## config.mk

```make
export PLATFORM = sky130hd
export DESIGN_NAME = r6_column_feeder_flat
export DESIGN_NICKNAME = d
export VERILOG_FILES = /design/src/rtl/r6_column_feeder_if.sv /design/src/rtl/r6_column_feeder.sv /design/src/flat_wrapper.sv
export SDC_FILE = /design/constraint.sdc
export NUM_CORES = 2
export LEC_CHECK = 0
export ABC_AREA = 1
export CAP_MARGIN = 20
export CORE_MARGIN = 1.5
export CORE_UTILIZATION = 46
export DETAILED_ROUTE_END_ITERATION = 7
export PLACE_DENSITY = 0.71
export SYNTH_ARGS = -nofsm -noshare
export SYNTH_HDL_FRONTEND = slang
export SYNTH_SLANG_ARGS = --single-unit
```

## constraint.sdc

```tcl
create_clock -name clk -period 12.5 [get_ports clk]
set_clock_uncertainty 0.15 [all_clocks]
set_input_delay 3.125 -clock clk [delete_from_list [all_inputs] [get_ports clk]]
set_output_delay 3.125 -clock clk [all_outputs]
set_load 0.05 [all_outputs]
```

## src/rtl/r6_column_feeder_if.sv

```systemverilog
// Pixel-in / 13-tap-column-out bus of the R6 central-intensity column feeder.
// The master drives pixels and consumes the column taps.
interface r6_column_feeder_if;
    logic       done_i;
    logic [7:0] data_i;
    logic [7:0] S1, S2, S3, S4, S5, S6, S7, S8, S9, S10, S11, S12, S13;
    logic       done_o;
    logic       progress_done_o;

    modport master (
        output done_i, data_i,
        input  S1, S2, S3, S4, S5, S6, S7, S8, S9, S10, S11, S12, S13,
        input  done_o, progress_done_o
    );

    modport slave (
        input  done_i, data_i,
        output S1, S2, S3, S4, S5, S6, S7, S8, S9, S10, S11, S12, S13,
        output done_o, progress_done_o
    );
endinterface

```

## src/rtl/r6_column_feeder.sv

```systemverilog
// R6 (13x13) MRELBP column feeder: 12 circular line memories turn a raster
// pixel stream into 13 vertically aligned taps S1 (row r-12) .. S13 (row r).
module r6_column_feeder #(
    parameter int COLS = 15,
    parameter int ROWS = 15
) (
    input  logic          clk,
    input  logic          rst,
    r6_column_feeder_if.slave bus
);
    localparam int DATA_W = 8;
    localparam int TAPS   = 13;
    localparam int LINES  = 12;
    localparam int AW     = (COLS > 1) ? $clog2(COLS) : 1;
    localparam int DEPTH  = 1 << AW;

    localparam logic [9:0] COL_LAST  = 10'(COLS - 1);
    localparam logic [9:0] ROW_LAST  = 10'(ROWS - 1);
    localparam logic [9:0] FILL_LAST = 10'd11;

    typedef enum logic {FILL, STREAM} state_e;

    state_e              state_q, state_d;
    logic [9:0]          col_q, col_d;
    logic [9:0]          row_q, row_d;
    logic                done_q, done_d;
    logic                prog_q, prog_d;
    logic [DATA_W-1:0]   tap_q  [TAPS];
    logic [DATA_W-1:0]   line_q [LINES][DEPTH];

    logic                accept;
    logic                col_wrap;
    logic                frame_end;
    logic [AW-1:0]       addr;

    assign accept    = bus.done_i;
    assign col_wrap  = (col_q == COL_LAST);
    assign frame_end = col_wrap && (row_q == ROW_LAST);
    assign addr      = col_q[AW-1:0];

    // STREAM is entered exactly when the row counter reaches 12, so the state
    // alone tells whether the current pixel completes a valid 13-row column.
    always_comb begin
        state_d = state_q;
        col_d   = col_q;
        row_d   = row_q;
        done_d  = 1'b0;
        prog_d  = 1'b0;
        if (accept) begin
            done_d = (state_q == STREAM);
            prog_d = frame_end;
            if (col_wrap) begin
                col_d = '0;
                row_d = frame_end ? 10'd0 : row_q + 10'd1;
            end else begin
                col_d = col_q + 10'd1;
            end
            case (state_q)
                FILL:   if (col_wrap && (row_q == FILL_LAST)) state_d = STREAM;
                STREAM: if (frame_end) state_d = FILL;
            endcase
        end
    end

    always_ff @(posedge clk) begin
        if (rst) begin
            state_q <= FILL;
            col_q   <= '0;
            row_q   <= '0;
            done_q  <= 1'b0;
            prog_q  <= 1'b0;
            for (int t = 0; t < TAPS; t++) tap_q[t] <= '0;
        end else begin
            state_q <= state_d;
            col_q   <= col_d;
            row_q   <= row_d;
            done_q  <= done_d;
            prog_q  <= prog_d;
            if (accept) begin
                tap_q[TAPS-1] <= bus.data_i;
                for (int k = 0; k < LINES; k++) tap_q[LINES-1-k] <= line_q[k][addr];
            end
        end
    end

    // Line memories shift one row down per accepted pixel; reads above see the
    // pre-update contents. Not reset: stale rows are never emitted.
    always_ff @(posedge clk) begin
        if (accept && !rst) begin
            line_q[0][addr] <= bus.data_i;
            for (int k = 1; k < LINES; k++) line_q[k][addr] <= line_q[k-1][addr];
        end
    end

    assign bus.S1  = tap_q[0];
    assign bus.S2  = tap_q[1];
    assign bus.S3  = tap_q[2];
    assign bus.S4  = tap_q[3];
    assign bus.S5  = tap_q[4];
    assign bus.S6  = tap_q[5];
    assign bus.S7  = tap_q[6];
    assign bus.S8  = tap_q[7];
    assign bus.S9  = tap_q[8];
    assign bus.S10 = tap_q[9];
    assign bus.S11 = tap_q[10];
    assign bus.S12 = tap_q[11];
    assign bus.S13 = tap_q[12];
    assign bus.done_o          = done_q;
    assign bus.progress_done_o = prog_q;
endmodule

```

## src/flat_wrapper.sv

```systemverilog
// flat-port wrapper written by rule: the top's interface ports become plain ports
module r6_column_feeder_flat 
#(
    parameter int COLS = 15,
    parameter int ROWS = 15
)
  (clk, rst, bus_done_i, bus_data_i, bus_S1, bus_S2, bus_S3, bus_S4, bus_S5, bus_S6, bus_S7, bus_S8, bus_S9, bus_S10, bus_S11, bus_S12, bus_S13, bus_done_o, bus_progress_done_o);
  r6_column_feeder_if bus_i ();
  input  logic clk;
  input  logic rst;
  input wire logic [$bits(bus_i.done_i)-1:0] bus_done_i;
  input wire logic [$bits(bus_i.data_i)-1:0] bus_data_i;
  output wire logic [$bits(bus_i.S1)-1:0] bus_S1;
  output wire logic [$bits(bus_i.S2)-1:0] bus_S2;
  output wire logic [$bits(bus_i.S3)-1:0] bus_S3;
  output wire logic [$bits(bus_i.S4)-1:0] bus_S4;
  output wire logic [$bits(bus_i.S5)-1:0] bus_S5;
  output wire logic [$bits(bus_i.S6)-1:0] bus_S6;
  output wire logic [$bits(bus_i.S7)-1:0] bus_S7;
  output wire logic [$bits(bus_i.S8)-1:0] bus_S8;
  output wire logic [$bits(bus_i.S9)-1:0] bus_S9;
  output wire logic [$bits(bus_i.S10)-1:0] bus_S10;
  output wire logic [$bits(bus_i.S11)-1:0] bus_S11;
  output wire logic [$bits(bus_i.S12)-1:0] bus_S12;
  output wire logic [$bits(bus_i.S13)-1:0] bus_S13;
  output wire logic [$bits(bus_i.done_o)-1:0] bus_done_o;
  output wire logic [$bits(bus_i.progress_done_o)-1:0] bus_progress_done_o;
  assign bus_i.done_i = bus_done_i;
  assign bus_i.data_i = bus_data_i;
  assign bus_S1 = bus_i.S1;
  assign bus_S2 = bus_i.S2;
  assign bus_S3 = bus_i.S3;
  assign bus_S4 = bus_i.S4;
  assign bus_S5 = bus_i.S5;
  assign bus_S6 = bus_i.S6;
  assign bus_S7 = bus_i.S7;
  assign bus_S8 = bus_i.S8;
  assign bus_S9 = bus_i.S9;
  assign bus_S10 = bus_i.S10;
  assign bus_S11 = bus_i.S11;
  assign bus_S12 = bus_i.S12;
  assign bus_S13 = bus_i.S13;
  assign bus_done_o = bus_i.done_o;
  assign bus_progress_done_o = bus_i.progress_done_o;
  r6_column_feeder #(.COLS(COLS), .ROWS(ROWS)) u_core (.clk(clk), .rst(rst), .bus(bus_i));
endmodule
```

==> PnR_summary.wiki <==
{| class="wikitable"
! Metric !! Value
|-
| Final ANT Viol Nets || 0
|-
| Insertion delay of the later-clocked pin in the worst-skew pair || 0.82 ns
|-
| Initial antenna violation count || 1
|-
| Internal power component || 9.27 mW
|-
| DP HPWL || 86300 um
|-
| Final Setup Violations || 0
|-
| Global-route wire length before repair || 254000 um
|-
| Vias per Instance || 5.10
|-
| Number of nets in the layout || 6766
|-
| Worst setup slack after layout || 5.75 ns
|-
| Final cell count without fillers || 8893
|-
| Crit end category || register
|-
| Resized Gates After CTS || 0
|-
| GR Util All Layers || 0.216
|-
| Nature of the critical path startpoint || input pin
|-
| Design Power || 12.3 mW
|-
| Vias in the first global route || 43886
|-
| CTS tree || done
|-
| Inserted Clock Buffers || 165
|-
| Crit path kind || in2reg
|-
| Post-synthesis to final-layout area growth || 11.5%
|-
| Lkg Pwr || 32.5 nW
|-
| Tcrit/Tclk final || 0.540
|-
| Syn. warnings || 0
|-
| Unrepaired setup endpoints after global routing || false
|-
| Maximum number of buffers from clock root to sink || 3
|-
| Starting density of the core || 0.465
|-
| Status || finished, final reports clean
|-
| Logic gate share of total power || 0.091
|-
| Total cell area at the placement stage || 72800 um^2
|-
| Width of the die || 393 um
|-
| Max-cap violations || 0
|-
| Final wirelength || 166000 um
|-
| Share of cells above drive strength 1 || 0.0464
|-
| Top post-synthesis cells by area || edfxtp_1, nand2_1, inv_1
|-
| Sw Pwr || 3.00 mW
|-
| Nets in the synthesized netlist || 6727
|-
| Clock-pin transition on the worst setup and hold timing paths || 0.06 ns
|-
| Fraction of synthesized cell area taken by the top area cell type || 0.704
|-
| Tightest Hold Check Type || reg2reg
|-
| Postcts setup bufs || 0
|-
| Ant diodes || 0
|-
| Clock network fraction of total power || 0.388
|-
| Placer's final routability congestion estimate || 0.784
|-
| Port buffer count || 116
|-
| Placement Setup Slack || 4.91 ns
|-
| Iteration-0 DRC count of the detailed router || 4610
|-
| Max frequency || 148 MHz
|-
| Setup TNS || 0 ns
|-
| Number of slew-limit violations in the final report || 0
|-
| Number of top-level pins || 117
|-
| Sequential share of power || 0.522
|-
| Placeable core region || 150000 um^2
|-
| Number of instances in the synthesized netlist || 6710
|-
| Crit-path max FO || 37
|-
| Total number of vias || 45319
|-
| Dominant cell type by area after synthesis || edfxtp_1
|-
| Hold slack || 0.315 ns
|-
| Die area || 154000 um^2
|-
| Clock sink count || 1663
|-
| Drc violations || 0
|-
| Portion of the post-synthesis area used by sequential elements || 0.711
|-
| Worst-margin pin slew || 1.20 ns
|-
| Register bit total from synthesis || 1663
|-
| Root cell of the clock tree || clkbuf_16
|-
| Power density of the placed cells || 157 nW/um^2
|-
| Proportion of total power due to net switching || 0.244
|-
| Required @ worst endpoint || 12.78 ns
|-
| Number of levels the H-tree was split into || 4
|-
| 1st-pass router iterations || 6
|-
| Netlist area before placement || 69900 um^2
|-
| Largest net degree at the start of global routing || 176
|-
| Sum of overflow across all layers after global routing || 0
|-
| Routed length per instance || 18.7 um
|-
| Count of different cell masters after synthesis || 23
|-
| Average instance area after synthesis || 10.4 um^2
|-
| Hold buffer count at cts || 0
|-
| Endpoint arrival time on the critical path || 7.03 ns
|-
| Highest ir drop seen on vdd || 0.000138 V
|-
| Number of endpoints with negative hold slack in the final report || 0
|-
| Share of the core filled with cells in the final layout || 0.518
|-
| Worst max-slew margin expressed relative to the limit || 0.201
|-
| Placed insts || 8598
|-
| Number of fill cells in the layout || 12673
|-
| Site Rows || 142
|-
| Post-layout minimum cycle time || 6.75 ns
|-
| Final design instance area without fill || 77900 um^2
|-
| Chip height || 393 um
|}
-- critical path, stage by stage --
cell             delay (ns)
clkdlybuf4s50_1        0.79
inv_1                  0.12
nor2_1                 0.24
buf_4                  0.23
nand2_1                0.24
nor2_4                 0.86
buf_4                  0.69
buf_4                  0.63
-- cells in the mapped netlist --
| cell type | instances |
|---|---|
| nor2_1 | 353 |
| buf_6 | 17 |
| inv_2 | 8 |
| edfxtp_1 | 1640 |
| inv_1 | 893 |
| buf_4 | 22 |
| o21ai_0 | 102 |
| dfxtp_1 | 23 |
| xor2_1 | 3 |
| clkbuf_1 | 98 |
| nand4_1 | 5 |
| nor3_1 | 6 |
| a21oi_1 | 5 |
| o21ai_1 | 93 |
| ha_1 | 6 |
| buf_2 | 147 |
| nand2_1 | 2852 |
| nand3b_1 | 3 |
| nand3_1 | 403 |
| nor2_2 | 3 |
| xnor2_1 | 1 |
| buf_1 | 26 |
| nor3_2 | 1 |
-- cell type report --
| type | count | area [um^2] | area share |
|---|---|---|---|
| clock inverters | 87 | 813 | 0.0104 |
| clock buffers | 208 | 4310 | 0.0553 |
| flip-flops and latches | 1663 | 49700 | 0.638 |
| multi-input cells | 3836 | 15400 | 0.198 |
| well taps | 2016 | 2520 | 0.0324 |
| inverters | 901 | 3410 | 0.0438 |
| repair buffers | 182 | 1740 | 0.0224 |
-- final timing paths --
check | depth (start not counted) | slack [ns] | start | end
worst max-delay path | 8 | 5.75 | bus_done_i | u_core.line_q[1][464]$_DFFE_PP_
worst min-delay path | 2 | 0.31 | u_core.state_q$_SDFFE_PP0P_ | u_core.bus.done_o$_SDFF_PN0_
worst max register to register | 11 | 7.33 | u_core.col_q[0]$_SDFFE_PP0P_ | u_core.line_q[1][487]$_DFFE_PP_
worst min register to register | 2 | 0.31 | u_core.state_q$_SDFFE_PP0P_ | u_core.bus.done_o$_SDFF_PN0_
-- metal layers --
metal,global-route usage,vias up,wire length [um]
met5,0,-,0
met4,0.0797,0,5580
met3,0.0331,318,12500
met2,0.365,1801,81500
met1,0.281,21716,66900
li1,-,21484,-
-- cell usage in the layout (no fill, tap or decap), types with 21 or more instances in the layout --
cell	instances
nand2_1	2852
edfxtp_1	1640
inv_1	892
nand3_1	403
nor2_1	335
clkbuf_16	166
clkdlybuf4s50_1	116
o21ai_0	102
o21ai_1	93
buf_4	59
clkbuf_1	42
clkinv_1	33
clkinv_2	25
dfxtp_1	21
-- power by group through the flow --
stage / combinational [mW] / clock [mW] / sequential (mW)
3_5_place_dp: 1.11 / 0 / 6.51
6_report: 1.11 / 4.76 / 6.40
2_1_floorplan: 0.620 / 0 / 6.61
3_3_place_gp: 1.09 / 0 / 6.51
5_1_grt: 1.22 / 5.01 / 6.40
4_1_cts: 1.12 / 4.81 / 6.40
-- kinds of logic (layout without fill, tap and decap cells) --
logic type | count (synthesis) | count (layout) | share of synthesized area
buffers and inverters | 1211 | 1378 | 0.0707
XOR/XNOR | 4 | 4 | 0.000501
AND/OR/NAND/NOR | 3626 | 3626 | 0.203
adder cells (fa/ha/maj) | 6 | 6 | 0.00107
flip-flops | 1663 | 1663 | 0.711
AO/OA/AOI/OAI | 200 | 200 | 0.0143
-- sequential cells by signal, indices dropped and copies added, names as in the netlist --
register / flops
u_core.row_q: 10
u_core.bus.done_o: 1
u_core.line_q: 1536
u_core.tap_q: 104
u_core.state_q: 1
u_core.col_q: 10
u_core.bus.progress_done_o: 1
Power figures use the tool's default switching activity.
